File: src/rtl/reg_arb_pkg.sv
// rtl/reg_arb_pkg.sv - shared types and widths for the reg16 write arbiter
package reg_arb_pkg;

  localparam int WORD_W = 16;

  typedef enum logic {
    IDLE  = 1'b0,
    OWNED = 1'b1
  } arb_state_t;

  typedef logic [3:0] burst_cnt_t;

endpackage

File: src/rtl/reg16_arbiter_if.sv
// rtl/reg16_arbiter_if.sv - requester-side bus of the reg16 write arbiter
interface reg16_arbiter_if
  import reg_arb_pkg::*;
#(
  parameter int N_REQ = 4
);

  localparam int ID_W = $clog2(N_REQ);

  logic [N_REQ-1:0]        req;
  logic [N_REQ-1:0]        lock;
  logic [N_REQ*WORD_W-1:0] wdata;
  logic [N_REQ-1:0]        ack;
  logic [ID_W-1:0]         grant_id;
  logic                    busy;
  logic [WORD_W-1:0]       q;

  modport master (
    output req, lock, wdata,
    input  ack, grant_id, busy, q
  );

  modport slave (
    input  req, lock, wdata,
    output ack, grant_id, busy, q
  );

endinterface

File: src/rtl/reg16.sv
// rtl/reg16.sv - plain 16-bit load-enable register with no reset of its own
module reg16
  import reg_arb_pkg::*;
(
  input  logic              clk,
  input  logic              load,
  input  logic [WORD_W-1:0] din,
  output logic [WORD_W-1:0] q
);

  logic [WORD_W-1:0] q_d;
  logic [WORD_W-1:0] q_q;

  always_comb begin
    q_d = load ? din : q_q;
  end

  always_ff @(posedge clk) begin
    q_q <= q_d;
  end

  assign q = q_q;

endmodule

File: src/rtl/reg16_arbiter_rr_pick.sv
// rtl/reg16_arbiter_rr_pick.sv - combinational round-robin picker, ptr has top priority
module rr_pick #(
  parameter int N_REQ = 4,
  localparam int ID_W = $clog2(N_REQ)
) (
  input  logic [N_REQ-1:0] req,
  input  logic [ID_W-1:0]  ptr,
  output logic             valid,
  output logic [ID_W-1:0]  idx
);

  logic [ID_W-1:0] cand;

  // Scan from the farthest offset down so the nearest set bit after ptr wins.
  always_comb begin
    valid = 1'b0;
    idx   = '0;
    cand  = '0;
    for (int i = N_REQ - 1; i >= 0; i--) begin
      cand = ID_W'((int'(ptr) + i) % N_REQ);
      if (req[cand]) begin
        valid = 1'b1;
        idx   = cand;
      end
    end
  end

endmodule

File: src/rtl/reg16_arbiter.sv
// rtl/reg16_arbiter.sv - round-robin write arbiter with locked bursts for one 16-bit register
module reg16_arbiter
  import reg_arb_pkg::*;
#(
  parameter int N_REQ     = 4,
  parameter int MAX_BURST = 4
) (
  input  logic            clk,
  input  logic            rst,
  reg16_arbiter_if.slave  bus
);

  localparam int         ID_W    = $clog2(N_REQ);
  localparam burst_cnt_t MAX_CNT = burst_cnt_t'(MAX_BURST);

  arb_state_t        state_q, state_d;
  logic [ID_W-1:0]   ptr_q, ptr_d;
  logic [ID_W-1:0]   owner_q, owner_d;
  burst_cnt_t        cnt_q, cnt_d;
  burst_cnt_t        cnt_inc;

  logic              pick_valid;
  logic [ID_W-1:0]   pick_idx;
  logic [N_REQ-1:0]  ack_c;
  logic [ID_W-1:0]   gid_c;
  logic              load_c;
  logic [WORD_W-1:0] din_c;

  rr_pick #(.N_REQ(N_REQ)) u_pick (
    .req   (bus.req),
    .ptr   (ptr_q),
    .valid (pick_valid),
    .idx   (pick_idx)
  );

  assign cnt_inc = cnt_q + burst_cnt_t'(1);

  always_comb begin
    state_d = state_q;
    ptr_d   = ptr_q;
    owner_d = owner_q;
    cnt_d   = cnt_q;
    ack_c   = '0;
    gid_c   = '0;
    if (!rst) begin
      case (state_q)
        IDLE: begin
          if (pick_valid) begin
            ack_c[pick_idx] = 1'b1;
            gid_c           = pick_idx;
            ptr_d           = (pick_idx == ID_W'(N_REQ - 1)) ? '0 : pick_idx + ID_W'(1);
            if (bus.lock[pick_idx] && (MAX_BURST > 1)) begin
              state_d = OWNED;
              owner_d = pick_idx;
              cnt_d   = burst_cnt_t'(1);
            end
          end
        end
        OWNED: begin
          // Owner dropping req abandons the lock without a write.
          if (bus.req[owner_q]) begin
            ack_c[owner_q] = 1'b1;
            gid_c          = owner_q;
            cnt_d          = cnt_inc;
            if (!bus.lock[owner_q] || (cnt_inc == MAX_CNT)) begin
              state_d = IDLE;
              cnt_d   = '0;
            end
          end else begin
            state_d = IDLE;
            cnt_d   = '0;
          end
        end
        default: begin
          state_d = IDLE;
          cnt_d   = '0;
        end
      endcase
    end
  end

  // The register has no reset, so reset is applied as a forced load of zero.
  always_comb begin
    din_c = '0;
    for (int i = 0; i < N_REQ; i++) begin
      if (ack_c[i]) begin
        din_c = bus.wdata[i*WORD_W +: WORD_W];
      end
    end
    if (rst) begin
      din_c = '0;
    end
    load_c = rst | (|ack_c);
  end

  always_ff @(posedge clk) begin
    if (rst) begin
      state_q <= IDLE;
      ptr_q   <= '0;
      owner_q <= '0;
      cnt_q   <= '0;
    end else begin
      state_q <= state_d;
      ptr_q   <= ptr_d;
      owner_q <= owner_d;
      cnt_q   <= cnt_d;
    end
  end

  reg16 u_reg (
    .clk  (clk),
    .load (load_c),
    .din  (din_c),
    .q    (bus.q)
  );

  assign bus.ack      = ack_c;
  assign bus.grant_id = gid_c;
  assign bus.busy     = (state_q == OWNED) && !rst;

endmodule
File: src/flat_wrapper.sv
// flat-port wrapper written by rule: the top's interface ports become plain ports
module reg16_arbiter_flat import reg_arb_pkg::*;
#(
  parameter int N_REQ     = 4,
  parameter int MAX_BURST = 4
)
  (clk, rst, bus_req, bus_lock, bus_wdata, bus_ack, bus_grant_id, bus_busy, bus_q);
  reg16_arbiter_if #(.N_REQ(N_REQ)) bus_i ();
  input  logic clk;
  input  logic rst;
  input wire logic [$bits(bus_i.req)-1:0] bus_req;
  input wire logic [$bits(bus_i.lock)-1:0] bus_lock;
  input wire logic [$bits(bus_i.wdata)-1:0] bus_wdata;
  output wire logic [$bits(bus_i.ack)-1:0] bus_ack;
  output wire logic [$bits(bus_i.grant_id)-1:0] bus_grant_id;
  output wire logic [$bits(bus_i.busy)-1:0] bus_busy;
  output wire logic [$bits(bus_i.q)-1:0] bus_q;
  assign bus_i.req = bus_req;
  assign bus_i.lock = bus_lock;
  assign bus_i.wdata = bus_wdata;
  assign bus_ack = bus_i.ack;
  assign bus_grant_id = bus_i.grant_id;
  assign bus_busy = bus_i.busy;
  assign bus_q = bus_i.q;
  reg16_arbiter #(.N_REQ(N_REQ), .MAX_BURST(MAX_BURST)) u_core (.clk(clk), .rst(rst), .bus(bus_i));
endmodule
File: config.mk
export PLATFORM = sky130hd
export DESIGN_NAME = reg16_arbiter_flat
export DESIGN_NICKNAME = d
export VERILOG_FILES = /design/src/rtl/reg_arb_pkg.sv /design/src/rtl/reg16_arbiter_if.sv /design/src/rtl/reg16.sv /design/src/rtl/reg16_arbiter_rr_pick.sv /design/src/rtl/reg16_arbiter.sv /design/src/flat_wrapper.sv
export SDC_FILE = /design/constraint.sdc
export NUM_CORES = 1
export LEC_CHECK = 0
export CAP_MARGIN = 10
export CORE_MARGIN = 5
export CORE_UTILIZATION = 54
export CTS_BUF_LIST = sky130_fd_sc_hd__clkbuf_8
export CTS_CLUSTER_SIZE = 10
export DETAILED_ROUTE_END_ITERATION = 8
export DONT_BUFFER_PORTS = 1
export PLACE_DENSITY = 0.76
export SLEW_MARGIN = 40
export SYNTH_ARGS = -nofsm -noshare
export SYNTH_HDL_FRONTEND = slang
export SYNTH_SLANG_ARGS = --single-unit
File: constraint.sdc
create_clock -name clk -period 10.1 [get_ports clk]
set_input_delay 2.525 -clock clk [delete_from_list [all_inputs] [get_ports clk]]
set_output_delay 2.525 -clock clk [all_outputs]
set_load 0.02 [all_outputs]
## Word-level counts from Yosys, hierarchy flattened

Index checks and enable logic that the tools add are counted.

| word-level totals | value |
|---|---|
| register bits after elaboration | 25 |
| latch bits | 0 |
| memory bits (writable) | 0 |
| bits in read-only memories | 0 |
| input bits | 74 |
| output and inout bits | 23 |
| word-level logic and storage cells | 83 |
| memories | 0 |

| cells by class | value |
|---|---|
| add/sub/neg operators | 5 |
| $mul | 0 |
| divide/modulo/power cells | 0 |
| order comparisons | 8 |
| eq/ne operators | 4 |
| shift operators | 0 |
| muxes and demuxes | 49 |
| bitwise operators | 2 |
| reductions and logical operators | 10 |

Operator list:

| operator | number |
|---|---|
| $mux 16 | 4 |
| $mux 4 | 7 |
| $lt 2x3->1 const B | 6 |
| $mux 1 | 17 |
| $mux 2 | 8 |
| $pmux 4 s2 | 2 |
| $bmux 1 s2 | 7 |
| $add 2x1->2 const B | 2 |
| $add 2x2->2 const B | 2 |
| $add 4x1->4 const B | 1 |
| $demux 1 s2 | 2 |
| $eq 4x3->1 const B | 1 |
| $ge 2x1->1 const B | 2 |
| $ne 2x1->1 const B | 2 |
| $pmux 2 s2 | 1 |
| $reduce_and 2->1 | 2 |
| $reduce_or 4->1 | 1 |
| $logic_and 1x1->1 | 3 |
| $reduce_and 3->1 | 1 |
| $eq 2x2->1 const B | 1 |
| $logic_not 1->1 | 2 |
| $pmux 1 s2 | 1 |
| $logic_or 1x1->1 | 1 |
| $not 1->1 | 1 |
| $or 1x1->1 | 1 |

## Longest topological paths before layout

| depth | value |
|---|---|
| word-level depth | 18 |
| depth in mapped cells | 11 |
| gate-level depth less buffers | 9 |

## By module

From an unflattened synthesis, not the netlist that was laid out.

| second synthesis, totals | value |
|---|---|
| cells, all modules | 203 |
| area total of the unflattened synthesis | 1,841.8 um2 |

Modules (own cells, without submodules):

| module | instances | cells each | area each (um2) | sequential area each (um2) |
|---|---|---|---|---|
| reg16_arbiter | 1 | 174 | 1,283.7 | 180.2 |
| reg16 | 1 | 16 | 480.5 | 480.5 |
| rr_pick | 1 | 13 | 77.6 | 0.0 |

## Worst setup path before layout

OpenSTA, ideal clock, no wires.

| timing | value |
|---|---|
| path type | input to output |
| start | input port bus_req[0] |
| end | output port bus_ack[3] |
| arrival | 4,273 ps |
| required time | 7,575 ps |
| setup slack | 3,302 ps |
| cell stages on the path | 8 |
| buffers on the path | 1 |
| path through | and2b_1 a2111oi_2 nor2_1 inv_1 ha_1 a32oi_1 nor2_1 clkbuf_1 |

| on the way | value |
|---|---|
| cells in the longest elaborated chain, start to end | 13 |
| elaborated cells on any way between the ends | 27 |
| classes of those cells | order compare: 2; mux: 24; reduce/logical: 1 |

RTL lines:

| item | RTL line | text |
|---|---|---|
| start: declaration | flat_wrapper.sv:11 | `input wire logic [$bits(bus_i.req)-1:0] bus_req;` |
| $bmux 1 s2 | reg16_arbiter_rr_pick.sv:21 | `if (req[cand]) begin` |
| $mux 1 (not written as such) | reg16_arbiter_rr_pick.sv:21 |  |
| $mux 2 (3 in a row) | reg16_arbiter_rr_pick.sv:21 |  |
| $mux 2 (*) | reg16_arbiter_rr_pick.sv:21 |  |
| net u_core.pick_idx[0] | reg16_arbiter.sv:23 | `logic [ID_W-1:0] pick_idx;` |
| $lt 2x3->1 (not written as such) or $ge 2x1->1 (tied branches) | reg16_arbiter.sv:49 | `ack_c[pick_idx] = 1'b1;` |
| $logic_and 1x1->1 (not written as such) | reg16_arbiter.sv:49 |  |
| $mux 1 (not written as such) | reg16_arbiter.sv:49 |  |
| $demux 1 s2 (*) | n/a |  |
| $mux 4 (*) | reg16_arbiter.sv:48 | `if (pick_valid) begin` |
| $pmux 4 s2 (*) | reg16_arbiter.sv:46 | `case (state_q)` |
| $mux 4 (*) | reg16_arbiter.sv:45 | `if (!rst) begin` |
| end: declaration | flat_wrapper.sv:14 | `output wire logic [$bits(bus_i.ack)-1:0] bus_ack;` |

The timed path passes the listed nets; every way through them passes the cells marked *. The select of a mux whose other input is x is not followed.

## Worst setup path after layout

| timing | value |
|---|---|
| start | input port bus_req[0] |
| end | output port bus_ack[1] |

The elaborated chain is that of the path after synthesis.

==> run metrics <==
outcome complete, no violations; library cells used by synthesis 50; Setup crit end kind primary output; final WL 4980 um; CTS tree done; TritonCTS Buffers 3; Initial Util 57.0%; Placer Congestion 0.817; most used flip-flop cell after synthesis edfxtp_1; Yosys top cell area share 24.7%; required time worst endpoint 7.58 ns; GRT Resource Usage Total 19.4%; RSZ-0062 raised after global routing false; number of synthesized register bits 25; Clk pin slew, worst setup/hold paths 0.09 ns; sequential share of the synthesized area 33.9%; worst-path cell chain and2b_1 > a2111oi_2 > nor2_1 > inv_1 > ha_1 > a32o_2 > nor2b_4; Root Buffer clkbuf_8; Peak Freq 145 MHz; clock tree buffer depth 2; Final #Nets 292; final worst slack 3.18 ns; VDD IR max 126 uV; DR vias 1647; Residual DRC 0; worst hold path class flip-flop to flip-flop; Mapped Area 1950 um2; IO buf count 0; Skew-Pair Late Insertion Delay 0.28 ns; # hold bufs at CTS 0; min cycle time layout 6.92 ns; antenna violations before repair 0; slowest cell on the critical path a32o_2; worst slew pin tran 0.679 ns; fin. max-slew vios 0; final-report hold violation count 0; Worst Skew 0.00943 ns; Max-Cap Viols 0; setup bufs post-CTS 0; DP Wirelength 3670 um; grt met1 use 25.1%; worst-path maximum fanout 17; startpoint type of the worst setup path input pin; number of synthesized flops with an enable pin 16; largest cells by area after synthesis edfxtp_1, dfxtp_1, o21ai_0, a2bb2oi_2, a21oi_2; Static Leak 0.721 nW; I/O Pins 97; PwrDens 236 nW/um2; Post-Synthesis Cells 219; async set-or-reset flop fraction in the synthesized netlist 0%; largest net degree at the start of global routing 36; drt first-iter violations 85; clk sink count 25; global route overflow 0; H-tree depth 1; Place WS 2.89 ns; final period utilization 68.5%; dominant cell type by area after synthesis edfxtp_1; layout cells sized above 1 16.6%; Core ar. 3420 um2; Mapped Avg Cell Area 8.90 um2; Layout area overhead 2.95%; first-pass GRT wire length 7850 um; cell row count 21; die height 70.1 um; vias in the first global route 1613; DR vias/cell 6.41; setup TNS 0 ns; antenna cells 0; routed len/inst 19.4 um; slowest stage delay, CP 0.44 ns; DIE AREA 4910 um2; die width 70.1 um; critical path class input pin to primary output; Max-slew headroom 54.6%; crit path DAT 4.39 ns; TritonRoute pass-1 iters 4; Synthesized Nets 299; busiest layer in global routing met2; # resized after CTS 0; final setup fails 0; Routed Antenna Nets 0; GR Util met3 5.88%; Syn. warnings 0; met2 usage 31.4%
==> critical path, delay by kind of cell <==
family	cells	cell delay, ns
compound gates	2	0.86
simple gates	3	0.69
fa+ha+maj	1	0.18
buf+inv	1	0.13
==> routing by layer <==
layer,part of all wire [%],wire length [um]
met1,42,2080
met2,48,2370
met3,10,508
met4,0.46,23
met5,0,0
==> synth_stat cells (2+ instances only) <==
cell type	count
a21boi_0	2
clkbuf_1	5
dfxtp_1	9
o21ai_1	11
and2_1	2
nand2_1	22
mux2i_1	2
nand2b_1	3
a21o_1	2
and3b_1	2
a2bb2oi_2	9
buf_6	2
inv_1	6
edfxtp_1	16
a2bb2oi_1	7
a21oi_1	16
buf_2	3
nand3b_1	2
nor3_1	5
and2b_1	2
mux2_2	2
ha_1	6
nor2_1	12
buf_4	2
a21oi_2	10
o21ai_0	29
a211oi_1	2
nor2b_1	6
==> report_power, final <==
group	internal [W]	switching [W]	total, W
logic	0.0000806	0.000112	0.000193
clock network	0.0000280	0.0000350	0.0000630
registers	0.000157	0.0000606	0.000217
total	0.000265	0.000208	0.000473
==> logic make-up after synthesis <==
logic type	Yosys count	synth area share, %
DFF	25	33.9
buffers and inverters	21	5.46
adders and majority gates	6	3.85
muxes	5	2.76
AOI/OAI and AO/OA	100	37.4
and+or+nand+nor	62	16.6
==> area by class of cell <==
class / count / area, um2
Fill cell: 325 / 1410
Multi-Input combinational cell: 173 / 1200
Sequential cell: 25 / 661
Tap cell: 46 / 57.6
Clock buffer: 3 / 41.3
Inverter: 7 / 26.3
Timing Repair Buffer: 2 / 15.0
Clock inverter: 1 / 7.51
==> flip-flops by register name, summed over array words and instances, names as in the netlist <==
| name | cells |
|---|---|
| u_core.owner_q | 2 |
| u_core.state_q | 1 |
| u_core.u_reg.q | 16 |
| u_core.cnt_q | 4 |
| u_core.ptr_q | 2 |
==> stage by stage <==
stage / power, W / hold WS, ns / utilization [%] / cell area [um2] / instances
3_3_place_gp: 0.000407 / 0.490 / 56.7 / 1940 / 252
2_1_floorplan: 0.000381 / 0.463 / - / 1950 / 219
3_5_place_dp: 0.000413 / 0.491 / 57.3 / 1960 / 253
4_1_cts: 0.000476 / 0.508 / 58.7 / 2000 / 257
6_report: 0.000473 / 0.504 / 58.7 / 2010 / 257
5_1_grt: 0.000504 / 0.558 / 58.7 / 2010 / 257
==> cells in the final DEF, fill, tap and decap left out, drive strengths merged, types with 2 or more instances in the layout <==
| cell | synthesis | routed |
|---|---|---|
| nor3 | 5 | 5 |
| a21o | 2 | 2 |
| o21ai | 40 | 40 |
| nand2b | 3 | 3 |
| dfxtp | 9 | 9 |
| nand2 | 22 | 22 |
| mux2 | 3 | 3 |
| ha | 6 | 6 |
| and3b | 2 | 2 |
| nor2 | 12 | 12 |
| clkbuf | 6 | 3 |
| and2b | 2 | 2 |
| buf | 8 | 2 |
| a211oi | 2 | 2 |
| nor2b | 7 | 7 |
| a21oi | 26 | 26 |
| mux2i | 2 | 2 |
| nand3b | 2 | 2 |
| a21boi | 2 | 2 |
| and2 | 2 | 2 |
| inv | 7 | 7 |
| edfxtp | 16 | 16 |
| a2bb2oi | 16 | 16 |
==> path summary, 6_finish.rpt <==
| kind | startpoint | endpoint | slack, ns | depth (start not counted) |
|---|---|---|---|---|
| setup / recovery | bus_req[0] | bus_ack[1] | 3.18 | 7 |
| hold / removal | u_core.ptr_q[0] | u_core.ptr_q[0] | 0.50 | 2 |
| setup reg to reg | u_core.ptr_q[0] | u_core.u_reg.q[0] | 6.76 | 9 |
| hold reg to reg | u_core.ptr_q[0] | u_core.ptr_q[0] | 0.50 | 2 |
Note: power is estimated with default switching activity, not from simulation.
